==> src/rtl/morse_keyer.sv <==
// Morse keyer: plays one latched element pattern (dots/dashes) on the key line
// with standard unit timing, or a 7-unit word space when length is zero.
module morse_keyer #(
   parameter int unsigned UNIT_CYCLES = 1000
) (
   input  logic       clk,
   input  logic       rst,
   input  logic [7:0] morse,
   input  logic [2:0] length,
   input  logic       in_valid,
   output logic       in_ready,
   output logic       key,
   output logic       busy,
   output logic       done
);

   localparam int unsigned    PW         = (UNIT_CYCLES > 1) ? $clog2(UNIT_CYCLES) : 1;
   localparam logic [PW-1:0] PRESC_LAST = PW'(UNIT_CYCLES - 1);

   typedef enum logic [1:0] {
      IDLE     = 2'd0,
      MARK     = 2'd1,
      ELEM_GAP = 2'd2,
      CHAR_GAP = 2'd3
   } state_t;

   state_t          state_q;
   logic [PW-1:0]   presc_q;
   logic [2:0]      units_q;
   logic [2:0]      idx_q;
   logic [7:0]      pat_q;
   logic            key_q;
   logic            busy_q;
   logic            done_q;

   logic [2:0]      len_m1_s;
   logic [2:0]      idx_m1_s;
   logic            unit_tick_s;

   assign len_m1_s    = length - 3'd1;
   assign idx_m1_s    = idx_q - 3'd1;
   assign unit_tick_s = (presc_q == PRESC_LAST);

   // Main FSM: prescaler, remaining-unit counter, element index and registered outputs
   always_ff @(posedge clk) begin
      if (rst) begin
         state_q <= IDLE;
         presc_q <= '0;
         units_q <= 3'd0;
         idx_q   <= 3'd0;
         pat_q   <= 8'd0;
         key_q   <= 1'b0;
         busy_q  <= 1'b0;
         done_q  <= 1'b0;
      end else begin
         done_q <= 1'b0;
         case (state_q)
            IDLE: begin
               presc_q <= '0;
               if (in_valid) begin
                  pat_q  <= morse;
                  busy_q <= 1'b1;
                  if (length != 3'd0) begin
                     state_q <= MARK;
                     idx_q   <= len_m1_s;
                     units_q <= morse[len_m1_s] ? 3'd3 : 3'd1;
                     key_q   <= 1'b1;
                  end else begin
                     state_q <= CHAR_GAP;
                     idx_q   <= 3'd0;
                     units_q <= 3'd7;
                     key_q   <= 1'b0;
                  end
               end else begin
                  busy_q <= 1'b0;
                  key_q  <= 1'b0;
               end
            end
            default: begin
               // Segment ends on the last prescaler cycle of its last unit
               if (unit_tick_s) begin
                  presc_q <= '0;
                  if (units_q == 3'd1) begin
                     case (state_q)
                        MARK: begin
                           key_q <= 1'b0;
                           if (idx_q != 3'd0) begin
                              state_q <= ELEM_GAP;
                              units_q <= 3'd1;
                           end else begin
                              state_q <= CHAR_GAP;
                              units_q <= 3'd3;
                           end
                        end
                        ELEM_GAP: begin
                           state_q <= MARK;
                           idx_q   <= idx_m1_s;
                           units_q <= pat_q[idx_m1_s] ? 3'd3 : 3'd1;
                           key_q   <= 1'b1;
                        end
                        default: begin
                           state_q <= IDLE;
                           units_q <= 3'd0;
                           key_q   <= 1'b0;
                           busy_q  <= 1'b0;
                           done_q  <= 1'b1;
                        end
                     endcase
                  end else begin
                     units_q <= units_q - 3'd1;
                  end
               end else begin
                  presc_q <= presc_q + PW'(1);
               end
            end
         endcase
      end
   end

   assign in_ready = (state_q == IDLE);
   assign key      = key_q;
   assign busy     = busy_q;
   assign done     = done_q;

endmodule

==> config.mk <==
export PLATFORM = sky130hd
export DESIGN_NAME = morse_keyer
export DESIGN_NICKNAME = d
export VERILOG_FILES = /design/src/rtl/morse_keyer.sv
export SDC_FILE = /design/constraint.sdc
export NUM_CORES = 1
export LEC_CHECK = 0
export CORE_MARGIN = 1
export CORE_UTILIZATION = 25
export CTS_CLUSTER_DIAMETER = 200
export DETAILED_ROUTE_END_ITERATION = 8
export GPL_ROUTABILITY_DRIVEN = 1
export GPL_TIMING_DRIVEN = 0
export PLACE_DENSITY = 0.5
export SYNTH_ARGS = -nofsm -noshare
export SYNTH_HDL_FRONTEND = slang
export SYNTH_SLANG_ARGS = --single-unit
==> constraint.sdc <==
create_clock -name clk -period 1.95 [get_ports clk]
set_clock_uncertainty 0.15 [all_clocks]
set_input_delay 0.195 -clock clk [delete_from_list [all_inputs] [get_ports clk]]
set_output_delay 0.195 -clock clk [all_outputs]
set_load 0.05 [all_outputs]
==> flow_summary.toml, run 1 <==
[status]
outcome = "finished, final reports clean"

[routing]
vias_per_cell = 4.638
dr.pass1.iters = 4
initialDrtViolationCount = 54
drc = 0
drt.antenna.violating_nets = 0
num_vias = 1359
wire_per_inst_um = 12.71
routed_wl_um = 3723

[synth]
syn_inst = 183
syn_avg_cell_area_um2 = 8.724
synth_seq_cells = 29
synthDominantCellAreaShare = 0.3636
yosysSeqAreaShare = 0.3636
ys_types = 39
yosys-top-cells-area = "dfxtp_1, ha_1, nand2_1"
synth_common_cells = "dfxtp_1, nand2_1, nor2_1"
synth_area_leader_cell = "dfxtp_1"
synth_area_um2 = 1597
synth_edf_count = 0
ys.flop_type = "dfxtp_1"
synthArstFlopShare = 0
yosys_warnings = 0
syn-num-nets = 208

[place]
port_buffers = 17
gp_congestion = 0.7255
placed_cells = 275
dp_hpwl_um = 2576

[die]
die_area_um2 = 6710
die_h_um = 81.92
core_area_um2 = 6026
start_util = 0.2650
num_rows = 28
fp.dieW_um = 81.92
ioPinCount = 18

[setup_path]
rr_startpoint = "presc_q[7]"
critPathArrivalTime_ns = 1.99
critPathMaxFanout = 4
rr_worst_depth = 5
criticalPathCategory = "reg2reg"
cp.required_ns = 2.00
startpoint = "presc_q[7]"
cp-end-kind = "flip-flop"
crit_path_end = "units_q[2]"
rrSetupSlack_ns = 0.01
start_kind = "flip-flop"
r2r_end = "units_q[2]"

[grt]
grt-ovfl-total = 0
antenna_found_initial = 0
grt_max_degree = 11
grt_pass1_vias = 1336
grt_pass1_wl_um = 6292
track_usage = 0.1247

[clock_network]
cts.sinks = 29
path_clk_slew_ns = 0.06
clock_latency_ns = 0.29
cts-htree-levels = 2
cts-root-buf = "clkbuf_8"
cts_tree = "built"
clockBufferDepth = 2
cts_hold_buf = 0
numCtsBuffers = 5

[pwr]
power.density_nw_per_um2 = 761.7
p_leak_nw = 0.8279
peakVddDrop_mv = 0.2675

[cells_and_area]
area_delta_synth_final_pct = 34.09
antenna_cells = 0
utilization = 0.3553
nets = 242
finalNonFillerCells = 293
drive_above_1_share = 0.2248

[sta]
rsz0062_at_grt = "yes"
finalHoldViolations = 0
period_minus_slack_ns = 1.935
worst_pin_slew_ns = 0.5387
setup-violations-final = 0
slew_headroom = 0.6409
timing.final.crit_share = 0.9924
slew_viol_final = 0
hold_slack_ns = 0.3037
fmax_mhz = 516.8

[hold_path]
hold_path.class = "reg2reg"
hold_depth = 2

[job]
maxCapViolations = 0
[flip-flops by register name (all words and copies together), names as in the netlist]
| register | count |
|---|---|
| presc_q | 10 |
| units_q | 3 |
| idx_q | 3 |
| pat_q | 8 |
| key | 1 |
| done | 1 |
| state_q | 2 |
| busy | 1 |
[layout make-up]
cell class / count / area [um^2]
multi-input cells: 139 / 1046
repair buffers: 27 / 246.5
clock inverters: 1 / 5.005
well taps: 75 / 93.84
plain buffers: 5 / 22.52
fillers: 638 / 3885
inverters: 10 / 37.54
flip-flops and latches: 29 / 593.1
clock buffers: 7 / 96.34
[through the flow]
step | setup TNS, ns | worst slack [ns] | power (mW) | area (um^2)
2_1_floorplan | 0 | 0.002849 | 0.9291 | 1615
3_3_place_gp | -1.341 | -0.4999 | 1.044 | 1879
3_5_place_dp | -1.667 | -0.4950 | 1.043 | 1879
4_1_cts | -0.1181 | -0.04932 | 1.628 | 2074
5_1_grt | -0.3644 | -0.07941 | 1.732 | 2141
6_report | 0 | 0.01492 | 1.631 | 2141
[where the power goes]
group	total (mW)	switching (mW)	internal, mW
logic	0.408	0.223	0.185
registers	0.662	0.0283	0.633
clock network	0.561	0.242	0.319
[layout by cell type (no fill, tap or decap), types with 2 or more instances in the layout]
cell	Yosys	final
xor2_1	3	3
mux4_2	4	4
dfxtp_2	0	7
nor4_4	1	2
nor3_1	2	2
xnor2_1	5	5
ha_4	0	4
clkdlybuf4s50_1	0	15
inv_1	10	8
dfxtp_1	29	21
nor2b_1	6	6
clkbuf_2	0	3
nand2b_1	2	2
inv_2	0	2
nand2_1	29	29
a21oi_1	14	13
clkbuf_8	0	7
clkbuf_1	5	2
and3_1	2	2
o21ai_0	6	6
a211oi_1	6	5
nor2_1	21	21
dlygate4sd2_1	0	2
and2_1	3	3
nand3_1	3	3
ha_1	11	7
buf_4	0	9
[layer usage]
metal,vias up,share of wire,GRT usage
li1,709,-,-
met1,621,0.51,0.1688
met2,24,0.44,0.1942
met3,5,0.037,0.03000
met4,0,0.0091,0.03684
met5,-,0,0
[how the worst min path moves through the flow]
stage	start	end
floorplan	morse[0]	pat_q[0]
global placement	presc_q[0]	presc_q[0]
detailed placement	pat_q[3]	pat_q[3]
CTS	pat_q[0]	pat_q[0]
global route	pat_q[2]	pat_q[2]
finish	pat_q[2]	pat_q[2]
[cell families (layout without fill, tap and decap cells)]
family | Yosys count | count (layout) | synth area share
XOR/XNOR | 8 | 8 | 0.04389
AO/OA/AOI/OAI | 36 | 36 | 0.1536
AND/OR/NAND/NOR | 79 | 79 | 0.2539
flip-flops | 29 | 29 | 0.3636
adder cells (fa/ha/maj) | 11 | 11 | 0.08621
buffers and inverters | 15 | 50 | 0.03527
multiplexers | 5 | 5 | 0.06348
[critical path: stages (launching register included)]
cell	delay, ns
dfxtp_1	0.37
nand2_1	0.22
nor4_4	0.47
nand2_1	0.13
a221o_1	0.33
a211oi_2	0.19
[repair_timing]
item / 4_1_cts / 5_1_grt
gates resized for setup: 11 / 16
pin swaps: 7 / 4
endpoints found under the setup margin: 9 / 21
buffers inserted: 7 / 3
Note: power is estimated with default switching activity, not from simulation.
==> inputs of run 2 (changes only) <==
--- a/config.mk
+++ b/config.mk
@@ -11,7 +11,7 @@
 export DETAILED_ROUTE_END_ITERATION = 8
 export GPL_ROUTABILITY_DRIVEN = 1
 export GPL_TIMING_DRIVEN = 0
-export PLACE_DENSITY = 0.5
+export PLACE_DENSITY = 0.44
 export SYNTH_ARGS = -nofsm -noshare
 export SYNTH_HDL_FRONTEND = slang
 export SYNTH_SLANG_ARGS = --single-unit
==> flow_summary.toml, run 2 (same netlist as run 1, synthesis figures left out) <==
[clock_network]
cts_tree = "built"
cts-root-buf = "clkbuf_8"
cts.sinks = 29
path_clk_slew_ns = 0.07
clock_latency_ns = 0.28
numCtsBuffers = 5
cts_hold_buf = 0
clockBufferDepth = 2
cts-htree-levels = 2

[setup_path]
critPathArrivalTime_ns = 1.94
rr_worst_depth = 7
r2r_end = "key"
cp.required_ns = 1.95
path_cells = "ha_4 > nand3b_1 > buf_4 > nor4_4 > mux2_4 > a21oi_2 > nor2_1"
criticalPathCategory = "reg2reg"
cp_slowest_stage_delay_ns = 0.39
rrSetupSlack_ns = 0.01
rr_startpoint = "presc_q[0]"
slowest_stage = "nor4_4"
cp-end-kind = "flip-flop"
start_kind = "flip-flop"
critPathMaxFanout = 4

[pwr]
power.density_nw_per_um2 = 731.1
peakVddDrop_mv = 0.3536
p_leak_nw = 0.8256

[place]
dpl_cell_area_um2 = 1879
gp_congestion = 0.7413
dp_hpwl_um = 2672
dpl_worst_slack_ns = -0.5048
placed_cells = 275
port_buffers = 17

[sta]
hold_slack_ns = 0.3063
worst_pin_slew_ns = 0.5217
postLayoutSetupSlackWorst_ns = 0.01078
slew_viol_final = 0
finalHoldViolations = 0
period_minus_slack_ns = 1.939
timing.final.crit_share = 0.9945
fmax_mhz = 515.7
rsz0062_at_grt = "yes"
slew_headroom = 0.6522
setup-violations-final = 0

[hold_path]
hold_depth = 2
hold_end = "pat_q[2]"
min_from = "pat_q[2]"
hold_path.class = "reg2reg"

[die]
fp.dieW_um = 81.92
start_util = 0.2650
die_h_um = 81.92
die_area_um2 = 6710
num_rows = 28
ioPinCount = 18
core_area_um2 = 6026

[cells_and_area]
multi_input_area_um2 = 1059
fin_area_um2 = 2153
antenna_cells = 0
largest_register = "presc_q"
final_cell_mix = "nand2_1, dfxtp_1, nor2_1"
biggestRegsByFlops = "presc_q (10), pat_q (8)"
drive_above_1_share = 0.2283
seq_area_um2 = 593.1
nets = 244
area_delta_synth_final_pct = 34.87
largest_register_ffs = 10
mostFrequentLayoutCell = "nand2_1"
fill_cells = 641
utilization = 0.3574
finalNonFillerCells = 294

[routing]
routed_wl_um = 3844
drc = 0
vias_per_cell = 4.673
drt.antenna.violating_nets = 0
num_vias = 1374
initialDrtViolationCount = 75
dr.pass1.iters = 4
wire_per_inst_um = 13.07

[grt]
grt-ovfl-total = 0
grt_pass1_vias = 1378
grt_max_degree = 11
antenna_found_initial = 0
track_usage = 0.1309
grt_pass1_wl_um = 6479

[status]
outcome = "finished, final reports clean"

[job]
maxCapViolations = 0
[run 2: layout make-up]
| class | instances | area share |
|---|---|---|
| buffer | 5 | 0.01046 |
| clock buffer | 7 | 0.04009 |
| inverter | 10 | 0.01743 |
| multi-input combinational | 139 | 0.4916 |
| sequential | 29 | 0.2754 |
| tap | 75 | 0.04358 |
| timing repair buffer | 29 | 0.1214 |
[run 2: how the worst max path moves through the flow]
| stage | start | end | slack, ns | cells past startpoint |
|---|---|---|---|---|
| 3_5_place_dp | length[0] | units_q[1] | -0.50 | 7 |
| 5_1_grt | presc_q[0] | key | -0.06 | 7 |
| 2_1_floorplan | state_q[0] | idx_q[0] | 0.003 | 6 |
| 3_3_place_gp | length[0] | units_q[1] | -0.52 | 7 |
| 6_report | presc_q[0] | key | 0.01 | 7 |
| 4_1_cts | presc_q[1] | idx_q[0] | -0.03 | 7 |
[run 2: layer usage]
layer	track usage	part of all wire	routed length (um)
met5	0	0	0
met4	0.04211	0.011	42
met3	0.04333	0.021	81
met2	0.2273	0.49	1899
met1	0.1501	0.47	1819
[run 2: stage by stage]
stage | total power [mW] | setup TNS, ns
floorplan | 0.9291 | 0
global placement | 1.049 | -1.851
detailed placement | 1.045 | -1.541
CTS | 1.568 | -0.04789
global route | 1.686 | -0.1946
finish | 1.574 | 0
[run 2: what timing repair did]
| action | in CTS | in global routing |
|---|---|---|
| setup buffers | 6 | 6 |
| endpoints found under the setup margin | 17 | 18 |
| gates cloned | 0 | 0 |
| pin swaps | 6 | 4 |
| gates resized for setup | 12 | 19 |
[run 2: where the power goes]
group | internal, mW | total (mW) | switching, mW
Sequential | 0.634 | 0.662 | 0.0286
Combinational | 0.182 | 0.411 | 0.228
Clock | 0.279 | 0.501 | 0.222
[run 2: worst max-delay path, delay by kind of cell, from the launching register on]
| kind | cells | cell delay, ns |
|---|---|---|
| flops | 1 | 0.36 |
| compound gates | 1 | 0.11 |
| mux | 1 | 0.34 |
| buf+inv | 1 | 0.17 |
| simple gates | 3 | 0.54 |
| fa+ha+maj | 1 | 0.14 |
